<file path="src/rtl/output_port_fifo.sv">
// Output-port FIFO capturing the micro o_reg on each o_reg_load, first-word-fall-through read side.
// Optional OPORT_DROP_REPEAT_EN suppresses pushes that repeat the last accepted value.
module output_port_fifo #(
    parameter int unsigned DEPTH = 8,
    parameter int unsigned WIDTH = 4
) (
    input  logic                     clk,
    input  logic                     reset,
    input  logic [WIDTH-1:0]         o_reg,
    input  logic                     o_reg_load,
    output logic [WIDTH-1:0]         m_data,
    output logic                     m_valid,
    input  logic                     m_ready,
    output logic [$clog2(DEPTH):0]   count,
    output logic                     full,
    output logic                     empty,
    output logic                     overflow,
    input  logic                     clr_ovf
);

    localparam int unsigned AW = $clog2(DEPTH);
    localparam logic [AW:0] FULL_CNT = (AW+1)'(DEPTH);

    logic [WIDTH-1:0] mem [DEPTH];
    logic [AW-1:0]    wr_ptr;
    logic [AW-1:0]    rd_ptr;
    logic [AW:0]      cnt;
    logic             load_d;
    logic             ovf;
    logic             push_req;
    logic             push_ok;
    logic             drop;
    logic             pop;

    assign empty    = (cnt == '0);
    assign full     = (cnt == FULL_CNT);
    assign count    = cnt;
    assign overflow = ovf;
    assign m_valid  = !empty;
    assign m_data   = empty ? '0 : mem[rd_ptr];
    assign pop      = m_valid && m_ready;

`ifdef OPORT_DROP_REPEAT_EN
    logic [WIDTH-1:0] last_val;
    logic             last_vld;

    // A repeat is neither stored nor treated as an overflow drop.
    assign push_req = load_d && !(last_vld && (o_reg == last_val));

    always_ff @(posedge clk or negedge reset) begin
        if (!reset) begin
            last_val <= '0;
            last_vld <= 1'b0;
        end else if (push_ok) begin
            last_val <= o_reg;
            last_vld <= 1'b1;
        end
    end
`else
    assign push_req = load_d;
`endif

    assign push_ok = push_req && (!full || pop);
    assign drop    = push_req && full && !pop;

    always_ff @(posedge clk) begin
        if (push_ok) begin
            mem[wr_ptr] <= o_reg;
        end
    end

    always_ff @(posedge clk or negedge reset) begin
        if (!reset) begin
            wr_ptr <= '0;
            rd_ptr <= '0;
            cnt    <= '0;
            load_d <= 1'b0;
            ovf    <= 1'b0;
        end else begin
            load_d <= o_reg_load;
            if (push_ok) begin
                wr_ptr <= wr_ptr + 1'b1;
            end
            if (pop) begin
                rd_ptr <= rd_ptr + 1'b1;
            end
            case ({push_ok, pop})
                2'b10:   cnt <= cnt + 1'b1;
                2'b01:   cnt <= cnt - 1'b1;
                default: cnt <= cnt;
            endcase
            // A drop in the same cycle as clr_ovf keeps the flag set.
            if (drop) begin
                ovf <= 1'b1;
            end else if (clr_ovf) begin
                ovf <= 1'b0;
            end
        end
    end

endmodule

</file>
<file path="config.mk">
export PLATFORM = sky130hd
export DESIGN_NAME = output_port_fifo
export DESIGN_NICKNAME = d
export VERILOG_FILES = /design/src/rtl/output_port_fifo.sv
export SDC_FILE = /design/constraint.sdc
export NUM_CORES = 1
export LEC_CHECK = 0
export ABC_AREA = 1
export CELL_PAD_IN_SITES_DETAIL_PLACEMENT = 0
export CELL_PAD_IN_SITES_GLOBAL_PLACEMENT = 1
export CORE_MARGIN = 5
export CORE_UTILIZATION = 27
export DETAILED_ROUTE_END_ITERATION = 10
export GPL_TIMING_DRIVEN = 0
export PLACE_DENSITY_LB_ADDON = 0.1
export SYNTH_ARGS = -nofsm -noshare
export SYNTH_HDL_FRONTEND = slang
export SYNTH_SLANG_ARGS = --single-unit
</file>
<file path="constraint.sdc">
create_clock -name clk -period 2 [get_ports clk]
set_clock_uncertainty 0.15 [all_clocks]
set_input_delay 0.3 -clock clk [delete_from_list [all_inputs] [get_ports clk]]
set_output_delay 0.3 -clock clk [all_outputs]
set_load 0.03 [all_outputs]
</file>
# After elaboration in Yosys (flattened, before gate mapping)

Memories as Yosys holds them, arrays and structs flattened.
Cells that the tools add are included.

Flip-flop bits (word level): 12
RAM bits: 32
Word-level logic and storage cells: 30
Memories kept: 1

Memory list:

| name | words | bits a word | rd ports | clocked after memory_dff | write ports | RTL line | source |
|---|---|---|---|---|---|---|---|
| mem  | 8     | 4           | 1        | 0                        | 1           | 24       | `logic [WIDTH-1:0] mem [DEPTH];` |

$add $sub $neg: 4
Equal/unequal tests: 3
Muxes and demuxes: 6
Reduce and logical (&&, ||, !) cells: 11

Operator list:

| kind                | count |
|---|---|
| $pmux 4 s2          | 1 |
| $add 3x1->3 const B | 2 |
| $add 4x1->4 const B | 1 |
| $eq 4x4->1 const B  | 1 |
| $logic_and 1x1->1   | 4 |
| $logic_not 4->1     | 1 |
| $mux 1              | 4 |
| $mux 4              | 1 |
| $reduce_bool 2->1   | 2 |
| $sub 4x1->4 const B | 1 |
| $logic_not 1->1     | 3 |
| $eq 2x1->1 const B  | 1 |
| $eq 2x2->1 const B  | 1 |
| $logic_or 1x1->1    | 1 |

# Depth between registers and ports, before layout

Gate-level depths: netlist of run 1.

Depth after elaboration: 7
Depth in mapped cells: 13

# Least setup slack after synthesis of run 1

Ideal clock, no wire load.

Path type: reg2reg
Start point: register cnt[3], in the netlist count[3]
End point: memory mem[0][0] (enable)
Arrival: 1.817 ns
Required time: 1.595 ns
Slack: -0.222 ns
Cell stages (with the launch flop): 7
Clock period less this slack: 2.222 ns
Path through: dfrtp_1 > inv_2 > nor4_2 > nand2_1 > nand2_2 > or2_1 > nor2_1

RTL lines:

| element                      | RTL line | source |
|---|---|---|
| start: declaration           | 27       | `logic [AW:0] cnt;` |
| start signal: assignment     | 88       | `2'b10: cnt <= cnt + 1'b1;` |
| start signal: assignment     | 89       | `2'b01: cnt <= cnt - 1'b1;` |
| start signal: assignment     | 90       | `default: cnt <= cnt;` |
| $eq 4x4->1                   | 36       | `assign full = (cnt == FULL_CNT);` |
| via full                     | 15       | `output logic full,` |
| $logic_not 1->1              | 63       | `assign push_ok = push_req && (!full \|\| pop);` |
| $logic_or 1x1->1             | 63       |  |
| $logic_and 1x1->1            | 63       |  |
| $mux 1                       | 67       | `if (push_ok) begin` |
| $mux 1 (implied by the code) | 68       | `mem[wr_ptr] <= o_reg;` |
| end: declaration             | 24       |  |

The timed path passes the listed nets, and every way through them passes these cells.

# Worst setup path in the final report of run 1

Start point: register rd_ptr[0]
End point: output port m_data[2]

Cells in the longest elaborated chain, start to end: 2

Ends and longest elaborated chain:

| element                  | RTL line | source |
|---|---|---|
| start: declaration       | 26       | `logic [AW-1:0] rd_ptr;` |
| start signal: assignment | 85       | `rd_ptr <= rd_ptr + 1'b1;` |
| $mem_v2 8x4              | -        |  |
| $mux 4                   | 40       | `assign m_data = empty ? '0 : mem[rd_ptr];` |
| end: declaration         | 11       | `output logic [WIDTH-1:0] m_data,` |

No other way between the ends.

==> results of run 1 <==
==> cell usage in the layout, fill, tap and decap left out, drive strengths merged <==
master / count
o32ai: 8
nor4: 1
or2: 1
xnor2: 1
clkdlybuf4s50: 11
clkinv: 2
edfxtp: 32
nor2: 43
clkbuf: 9
xor2: 5
buf: 27
dlygate4sd2: 2
nand2: 28
clkdlybuf4s15: 2
nand3: 5
ha: 3
o21bai: 1
o21ai: 15
dfrtp: 12
inv: 15
nand4: 2
o22ai: 1
dlymetal6s2s: 1
mux2: 1
==> per-layer routing <==
metal,track usage,share of wire
met5,0,0
met4,0.0433,0.015
met3,0.0316,0.043
met2,0.174,0.49
met1,0.148,0.46
==> registers in the layout, indices dropped and copies added, names as in the netlist <==
name / flops
mem: 32
wr_ptr: 3
overflow: 1
rd_ptr: 3
count: 4
load_d: 1
==> metrics by stage <==
stage,hold WS (ns),cells,area [sq um],worst slack (ns),power (W)
after floorplan,-0.146,180,1980,0.00296,0.00250
after global placement,0.368,299,2300,-0.681,0.00314
after detailed placement,0.383,299,2300,-0.681,0.00316
after CTS,0.244,319,2610,-0.175,0.00417
after global routing,0.263,327,2790,-0.174,0.00470
final,0.221,327,2790,-0.103,0.00440
==> layout make-up <==
type | instances | area share
tap | 99 | 0.0444
inverter | 16 | 0.0260
sequential | 44 | 0.455
buffer | 5 | 0.0251
multi-input combinational | 115 | 0.279
clock buffer | 7 | 0.0274
clock inverter | 1 | 0.00180
timing repair buffer | 40 | 0.141
==> cells in the mapped netlist, drive strengths merged <==
cell    instances
xor2            5
clkinv          1
inv            15
nor4            1
nand4           2
xnor2           1
mux2            1
or2             1
buf             4
ha              3
o32ai           8
dfrtp          12
o21ai          15
nor2           43
nand3           5
edfxtp         32
o21bai          1
nand2          28
o22ai           1
clkbuf          1
==> power groups by stage <==
stage	combinational [W]	clock, W	sequential (W)
after floorplan	0.00109	0	0.00141
after global placement	0.00176	0	0.00137
after detailed placement	0.00178	0	0.00138
after CTS	0.00226	0.000545	0.00136
after global routing	0.00274	0.000589	0.00137
final	0.00252	0.000525	0.00135
==> logic make-up after synthesis <==
kind of cell	count (synthesis)
mux	1
flops	44
buf+inv	21
fa+ha+maj	3
compound gates	25
xor+xnor	6
simple gates	80
==> worst register-to-register path, stage by stage, from the launching register on <==
cell and delay (ns):
dfrtp_2 0.44, nor2_2 0.05, nand2_2 0.10, nand2_1 0.14, nand2_1 0.15, nand2_2 0.08, inv_2 0.10, nand2_2 0.15
nor2_4 0.23
==> worst paths after layout <==
path,to,depth (start not counted),startpoint
min reg2reg,overflow,2,overflow
max,m_data[2],8,rd_ptr[0]
max reg2reg,mem[7][3],8,count[1]
min in group clk,load_d,1,o_reg_load
max in group asynchronous,rd_ptr[1],1,reset
min,wr_ptr[2],1,reset
==> timing repair <==
action | CTS | global route
pin swaps | 9 | 11
gates resized for setup | 76 | 30
cloned | 1 | 1
setup endpoints to repair | 39 | 39
setup buffers | 11 | 7
==> run summary, run 1 <==
status = finished, violations left
failing checks = negative setup slack
DP HPWL = 3.35 mm
Clock Power Share = 0.119
Final Setup Violations = 4
Crit. End Element = output pin
ranking of synthesized cells by area = edfxtp_1 (49%), dfrtp_1 (15%), nor2_1 (8.2%)
synthesized-area fraction occupied by adder cells = 0.0191
IO Pins = 21
clock sinks = 44
RSZ-0062 raised after global routing = yes
cell count after synthesis = 180
port bufs = 20
mux cell area share after synthesis = 0.00573
Worst-Skew Late Latency = 0.29 ns
DR pass1 iterations = 4
crit-path cells = buf_6 -> clkinv_8 -> buf_8 -> nor2_1 -> o32ai_2 -> nor2_1 -> nor2_2 -> buf_6
nets@finish = 239
drt first-iter violations = 86
Overflow after GRT = 0
Die Span Y = 95.3 microns
worst-case vdd ir drop = 0.000466 V
largest area contributor in the netlist = edfxtp_1
fillers = 712
Bufs on Longest Clock Path = 2
Layout area overhead = 41.9%
Net Sw Power = 0.00185 W
WP buf/inv = 4
Root Driver = clkbuf_8
Worst-Margin Slew = 0.569 ns
Final ANT Viol Nets = 0
largest net degree at the start of global routing = 14
WL/cell = 14.9 microns
Residual DRC = 0
Die X = 95.3 microns
syn nets = 192
Data arrival, critical path = 1.65 ns
Max-Cap Viols = 0
Setup WS post-layout = -0.103 ns
final slew viol count = 0
total track usage = 0.112
combinational power share = 0.574
Max-slew headroom = 0.620
Post-Syn Area = 1960 sq um
first-pass GRT wire length = 7.52 mm
Max H-tree Level = 2
Switching Share = 0.419
Simple-Gate Fraction of Synth Area = 0.180
Sequential Power Share = 0.307
vias in the first global route = 1530
max frequency = 476 MHz
worst-path maximum fanout = 6
xor/xnor share of the synthesized area = 0.0268
Layout Utilization = 0.388
Worst setup SP type = flop
Power Density = 1580 nW/um^2
Worst Hold Class = primary input to asynchronous set/reset pin
Worst-path clk slew = 0.08 ns
Final GP Congestion = 0.707
sequential fraction of the synthesis area = 0.642
final hold vios = 0
Period minus WS final = 2.10 ns
CP Data Required Time = 1.55 ns
area occupied by multi-input gates = 778 sq um
post-synth cell types = 26
cell row count = 31
Synth Area per Inst = 10.9 sq um
period utilization = 1.05
crit-path max cell delay = 0.39 ns
worst setup path category = flop to output pin
die area = 9080 sq um
Initial Util = 0.274
Worst R2R Setup Slack = 0.12 ns
Pint = 0.00256 W
core area = 7180 sq um
setup TNS = -0.255 ns
post-synth top area share = 0.489
Num CTS Buffers = 5
n_diodes = 0
Routed WL = 4.88 mm
Via-to-Cell Ratio = 4.49
Yosys reg bits = 44
largest family of logic cells by synthesized area = simple AND/OR/NAND/NOR gates
DR vias = 1469
initial antenna violation count = 0
compound-cell area share of the yosys netlist = 0.0809
slowest CP cell = dfrtp_1
CTS Hold Bufs = 0
CP delay by family, top = buffers and inverters
Synth warnings = 0
FF+latch area = 1270 sq um
share of post-route cells with drive strength above 1 = 0.368
TritonCTS clock tree = done
leakage = 1.07 nW
No activity file was read; power rests on OpenSTA's default activity.
==> run 2: changes to the inputs <==
Clock period 2 ns to 2.3 ns, I/O delays scaled along.
==> run 2 against run 1 <==
Effect of this change: the flow now finishes without violations; count of clock-buffer cells in the layout is 1 higher; total power is 27% lower; first-iteration DRC count is 8.1% lower; flip-flop and latch count stayed put; clock power is 7.0% lower; critical path depth is 2 lower; critical endpoint is now mem[6][2]; largest cell class unchanged.
==> run summary, run 2 (same netlist as run 1, synthesis figures left out) <==
Worst R2R Setup Slack = 0.10 ns
nets@finish = 220
Crit Reg-Reg Startpoint = count[0]
Overflow after GRT = 0
CP Launch Point = m_ready
drt first-iter violations = 79
CP Data Required Time = 2.10 ns
Worst setup SP type = primary input
Max-slew headroom = 0.615
most used cell, CP = nand2_1
Via-to-Cell Ratio = 4.35
Die Span Y = 95.3 microns
n_diodes = 0
Routed WL = 4.46 mm
commonest cells after routing, fill and taps aside = nor2_1 (37), edfxtp_1 (32), nand2_1 (23)
FF+latch area = 1260 sq um
Data arrival, critical path = 2.04 ns
Largest Register = mem
max frequency = 446 MHz
largest net degree at the start of global routing = 13
worst-case vdd ir drop = 0.000419 V
total track usage = 0.108
Max H-tree Level = 2
slowest CP cell = clkdlybuf4s50_1
Residual DRC = 0
Pwr Total = 0.00319 W
RSZ-0062 raised after global routing = yes
worst setup path category = primary input to flop
fillers = 736
Worst-path clk slew = 0.08 ns
core area = 7180 sq um
Layout area overhead = 22.6%
Final ANT Viol Nets = 0
Crit. End Element = flop
Layout Utilization = 0.336
vias in the first global route = 1383
Bufs on Longest Clock Path = 2
CP delay by family, top = simple AND/OR/NAND/NOR gates
Worst-Margin Slew = 0.576 ns
Critical Path End = mem[6][2]
Die X = 95.3 microns
final slew viol count = 0
clock sinks = 44
TritonCTS clock tree = done
max reg flops = 32
Period minus WS final = 2.24 ns
WL/cell = 14.5 microns
Power Density = 1330 nW/um^2
Initial Util = 0.274
WP buf/inv = 1
Final GP Congestion = 0.750
crit-path max cell delay = 0.61 ns
Worst-Skew Late Latency = 0.29 ns
status = finished clean
Root Driver = clkbuf_8
worst r2r path cells = 7
final hold vios = 0
Worst Hold Class = primary input to asynchronous set/reset pin
period utilization = 0.975
commonest non-fill, non-tap cell in the layout = nor2_1
first-pass GRT wire length = 7.18 mm
port bufs = 20
cell row count = 31
leakage = 0.930 nW
Max-Cap Viols = 0
DR pass1 iterations = 4
share of post-route cells with drive strength above 1 = 0.167
area occupied by multi-input gates = 628 sq um
Setup WS post-layout = 0.0571 ns
crit-path cells = clkdlybuf4s50_1 -> nand2_1 -> nand2_1 -> nand2_2 -> or2_1 -> nor2_1
DP HPWL = 3.36 mm
WP depth = 6
worst reg2reg endpoint = mem[6][2]
initial antenna violation count = 0
worst-path maximum fanout = 5
pre-CTS setup slack = -0.423 ns
Num CTS Buffers = 5
IO Pins = 21
die area = 9080 sq um
Final Setup Violations = 0
DR vias = 1339
run 2: cell count changes in the layout (fill, tap and decap cells not counted), moves of 4 or more:
cell and delta:
buf_4 -15, nor2_1 +12, nor2_4 -9, o21ai_0 +6
o32ai_1 +5, o32ai_2 -5, dfrtp_1 +4, dfrtp_2 -4
run 2: final cells by class:
| class | instances | area share |
|---|---|---|
| timing repair buffer | 21 | 0.0784 |
| sequential | 44 | 0.524 |
| clock buffer | 8 | 0.0374 |
| buffer | 5 | 0.0208 |
| multi-input combinational | 115 | 0.261 |
| tap | 99 | 0.0514 |
| inverter | 16 | 0.0270 |
run 2: metal layers:
layer | global-route usage | up-vias | part of all wire
met5 | 0 | - | 0
met4 | 0.0361 | 0 | 0.014
met1 | 0.149 | 640 | 0.50
li1 | - | 673 | -
met3 | 0.0300 | 7 | 0.038
met2 | 0.163 | 19 | 0.45
run 2: timing repair:
action	in CTS	in global routing
gates resized for setup	32	15
pin swaps	0	1
setup buffers	0	1
hold buffers	0	0
setup endpoints to repair	11	28
run 2: report_power, final:
group          internal (W)  switching (W)  total (W)
Sequential          0.00103       0.000153    0.00118
Combinational      0.000561       0.000966    0.00153
Clock              0.000245       0.000243   0.000488
Total               0.00183        0.00136    0.00319
run 2: how the worst min path moves through the flow:
stage / cells past startpoint / to / slack (ns) / startpoint
floorplan: 0 / count[0] / -0.10 / reset
global placement: 2 / overflow / 0.37 / overflow
detailed placement: 2 / wr_ptr[0] / 0.38 / wr_ptr[0]
CTS: 1 / load_d / 0.28 / reset
global route: 1 / load_d / 0.30 / reset
finish: 1 / overflow / 0.27 / reset
run 2: stage by stage:
| stage | cell area, sq um | hold WS [ns] | instances | setup TNS [ns] |
|---|---|---|---|---|
| after floorplan | 1960 | -0.101 | 180 | 0 |
| after global placement | 2290 | 0.374 | 299 | -8.49 |
| after detailed placement | 2290 | 0.379 | 299 | -9.92 |
| after CTS | 2370 | 0.284 | 307 | 0 |
| after global routing | 2410 | 0.302 | 308 | -0.553 |
| final | 2410 | 0.266 | 308 | 0 |
==> run 3: changes to the inputs <==
Settings changed: CORE_ASPECT_RATIO from default to 1.5.
Clock period 2.3 ns to 1.9 ns, I/O delays scaled along.
==> run 3 against run 2 <==
Effect of this change: the flow now finishes with violations (negative setup slack); register-to-register slack lost 0.04 ns; sequential power is 21% higher; critical path depth rose by 2; core utilization up 6.2 points; count of clock-buffer cells in the layout down 3; setup slack got worse by 0.25 ns; combinational power up 84%; critical path type is now flop to output pin; largest power group unchanged.
==> run summary, run 3 (same netlist as run 1, synthesis figures left out) <==
status = finished, violations left
failing checks = negative setup slack
CP delay by family, top = buffers and inverters
drt first-iter violations = 61
max reg flops = 32
vias in the first global route = 1480
Period minus WS final = 2.09 ns
Die X = 79.6 microns
die area = 9120 sq um
slowest CP cell = dfrtp_1
largest net degree at the start of global routing = 14
max frequency = 478 MHz
Die Span Y = 114 microns
Worst-path clk slew = 0.08 ns
port bufs = 20
Pwr Total = 0.00479 W
final hold vios = 0
Residual DRC = 0
leakage = 1.12 nW
Root Driver = clkbuf_8
Final Setup Violations = 4
Worst-Skew Late Latency = 0.29 ns
Final ANT Viol Nets = 0
Power Density = 1680 nW/um^2
total track usage = 0.110
CP Data Required Time = 1.46 ns
Worst setup SP type = flop
n_diodes = 0
Overflow after GRT = 0
worst r2r path cells = 12
final slew viol count = 0
Crit. End Element = output pin
TritonCTS clock tree = done
period utilization = 1.10
WP buf/inv = 4
Final Cell Area = 2850 sq um
Num CTS Buffers = 5
commonest cells after routing, fill and taps aside = edfxtp_1 (32), buf_4 (23), nor2_1 (23)
WP depth = 8
Max H-tree Level = 2
worst setup path category = flop to output pin
Bufs on Longest Clock Path = 2
Max-slew headroom = 0.605
worst-path maximum fanout = 6
core area = 7180 sq um
Data arrival, critical path = 1.66 ns
WL/cell = 14.1 microns
share of post-route cells with drive strength above 1 = 0.410
Final GP Congestion = 0.704
Largest Register = mem
Via-to-Cell Ratio = 4.41
Post-DP Area = 2320 sq um
Layout Utilization = 0.397
Routed WL = 4.72 mm
initial antenna violation count = 0
crit-path max cell delay = 0.39 ns
cell row count = 38
nets@finish = 245
DR vias = 1472
Setup WS post-layout = -0.192 ns
fillers = 728
clock sinks = 44
commonest non-fill, non-tap cell in the layout = edfxtp_1
first-pass GRT wire length = 7.49 mm
DP HPWL = 3.22 mm
Max-Cap Viols = 0
DR pass1 iterations = 4
RSZ-0062 raised after global routing = yes
crit-path cells = buf_6 -> clkinv_8 -> buf_8 -> nor2_2 -> o32ai_2 -> nor2_1 -> nor2_2 -> buf_6
Layout area overhead = 45.2%
Worst-Margin Slew = 0.591 ns
worst-case vdd ir drop = 0.000697 V
Initial Util = 0.274
IO Pins = 21
Worst Hold Class = primary input to asynchronous set/reset pin
==> run 3: cell count changes in the layout (fill, tap and decap cells not counted), moves of 7 or more <==
cell / change
buf_4: +20
nor2_1: -14
nor2_4: +11
o21ai_0: -7
o21ai_1: +7
o32ai_1: -7
o32ai_2: +7
==> run 3: routing by layer <==
metal / track usage / wire length, microns / share of wire
met1: 0.130 / 2000 / 0.42
met2: 0.194 / 2490 / 0.53
met3: 0.0220 / 157 / 0.033
met4: 0.0413 / 73 / 0.015
met5: 0 / 0 / 0
==> run 3: path summary, 6_finish.rpt <==
path / start / to / slack, ns
max: rd_ptr[0] / m_data[2] / -0.19
min: reset / count[0] / 0.22
max reg2reg: count[1] / count[2] / 0.06
min reg2reg: overflow / overflow / 0.38
max in group asynchronous: reset / rd_ptr[1] / 0.97
min in group clk: o_reg_load / load_d / 0.28
==> run 3: worst register-to-register path: stages, from the launching register on <==
cell and delay (ns):
dfrtp_2 0.44, nor2_4 0.05, nand2_4 0.08, buf_6 0.13, nand4_1 0.19, nand2_1 0.14, inv_2 0.06, ha_4 0.15
inv_2 0.04, nand2_2 0.04, xnor2_1 0.15, nand2_1 0.07, o21ai_1 0.08
==> run 3: metrics by stage <==
stage,std cells,hold WS (ns),setup WS [ns],TNS [ns]
2_1_floorplan,180,-0.161,-0.00431,-0.0516
3_3_place_gp,300,0.370,-0.887,-17.95
3_5_place_dp,300,0.374,-0.878,-18.47
4_1_cts,325,0.234,-0.230,-0.793
5_1_grt,334,0.247,-0.290,-1.11
6_report,334,0.216,-0.192,-0.645
==> run 3: what timing repair did <==
| item | in CTS | in global routing |
|---|---|---|
| cloned | 1 | 1 |
| pin swaps | 11 | 18 |
| resized for setup | 82 | 32 |
| setup endpoints to repair | 41 | 41 |
| setup buffers | 16 | 8 |
| hold buffers | 0 | 0 |
==> run 3: report_power, final <==
part	total [W]	switching [W]	leakage [nW]	internal [W]
combinational	0.00281	0.00150	0.646	0.00131
clock	0.000551	0.000301	0.0453	0.000250
sequential	0.00143	0.000182	0.430	0.00125
total	0.00479	0.00199	1.12	0.00281
==> run 3: final cells by class <==
| type | count | area, sq um | area share |
|---|---|---|---|
| inverters | 16 | 72.6 | 0.0254 |
| clock buffers | 5 | 68.8 | 0.0241 |
| plain buffers | 5 | 56.3 | 0.0197 |
| multi-input cells | 115 | 815 | 0.286 |
| repair buffers | 46 | 434 | 0.152 |
| clock inverters | 3 | 13.8 | 0.00482 |
| well taps | 100 | 125 | 0.0439 |
| flip-flops and latches | 44 | 1270 | 0.444 |
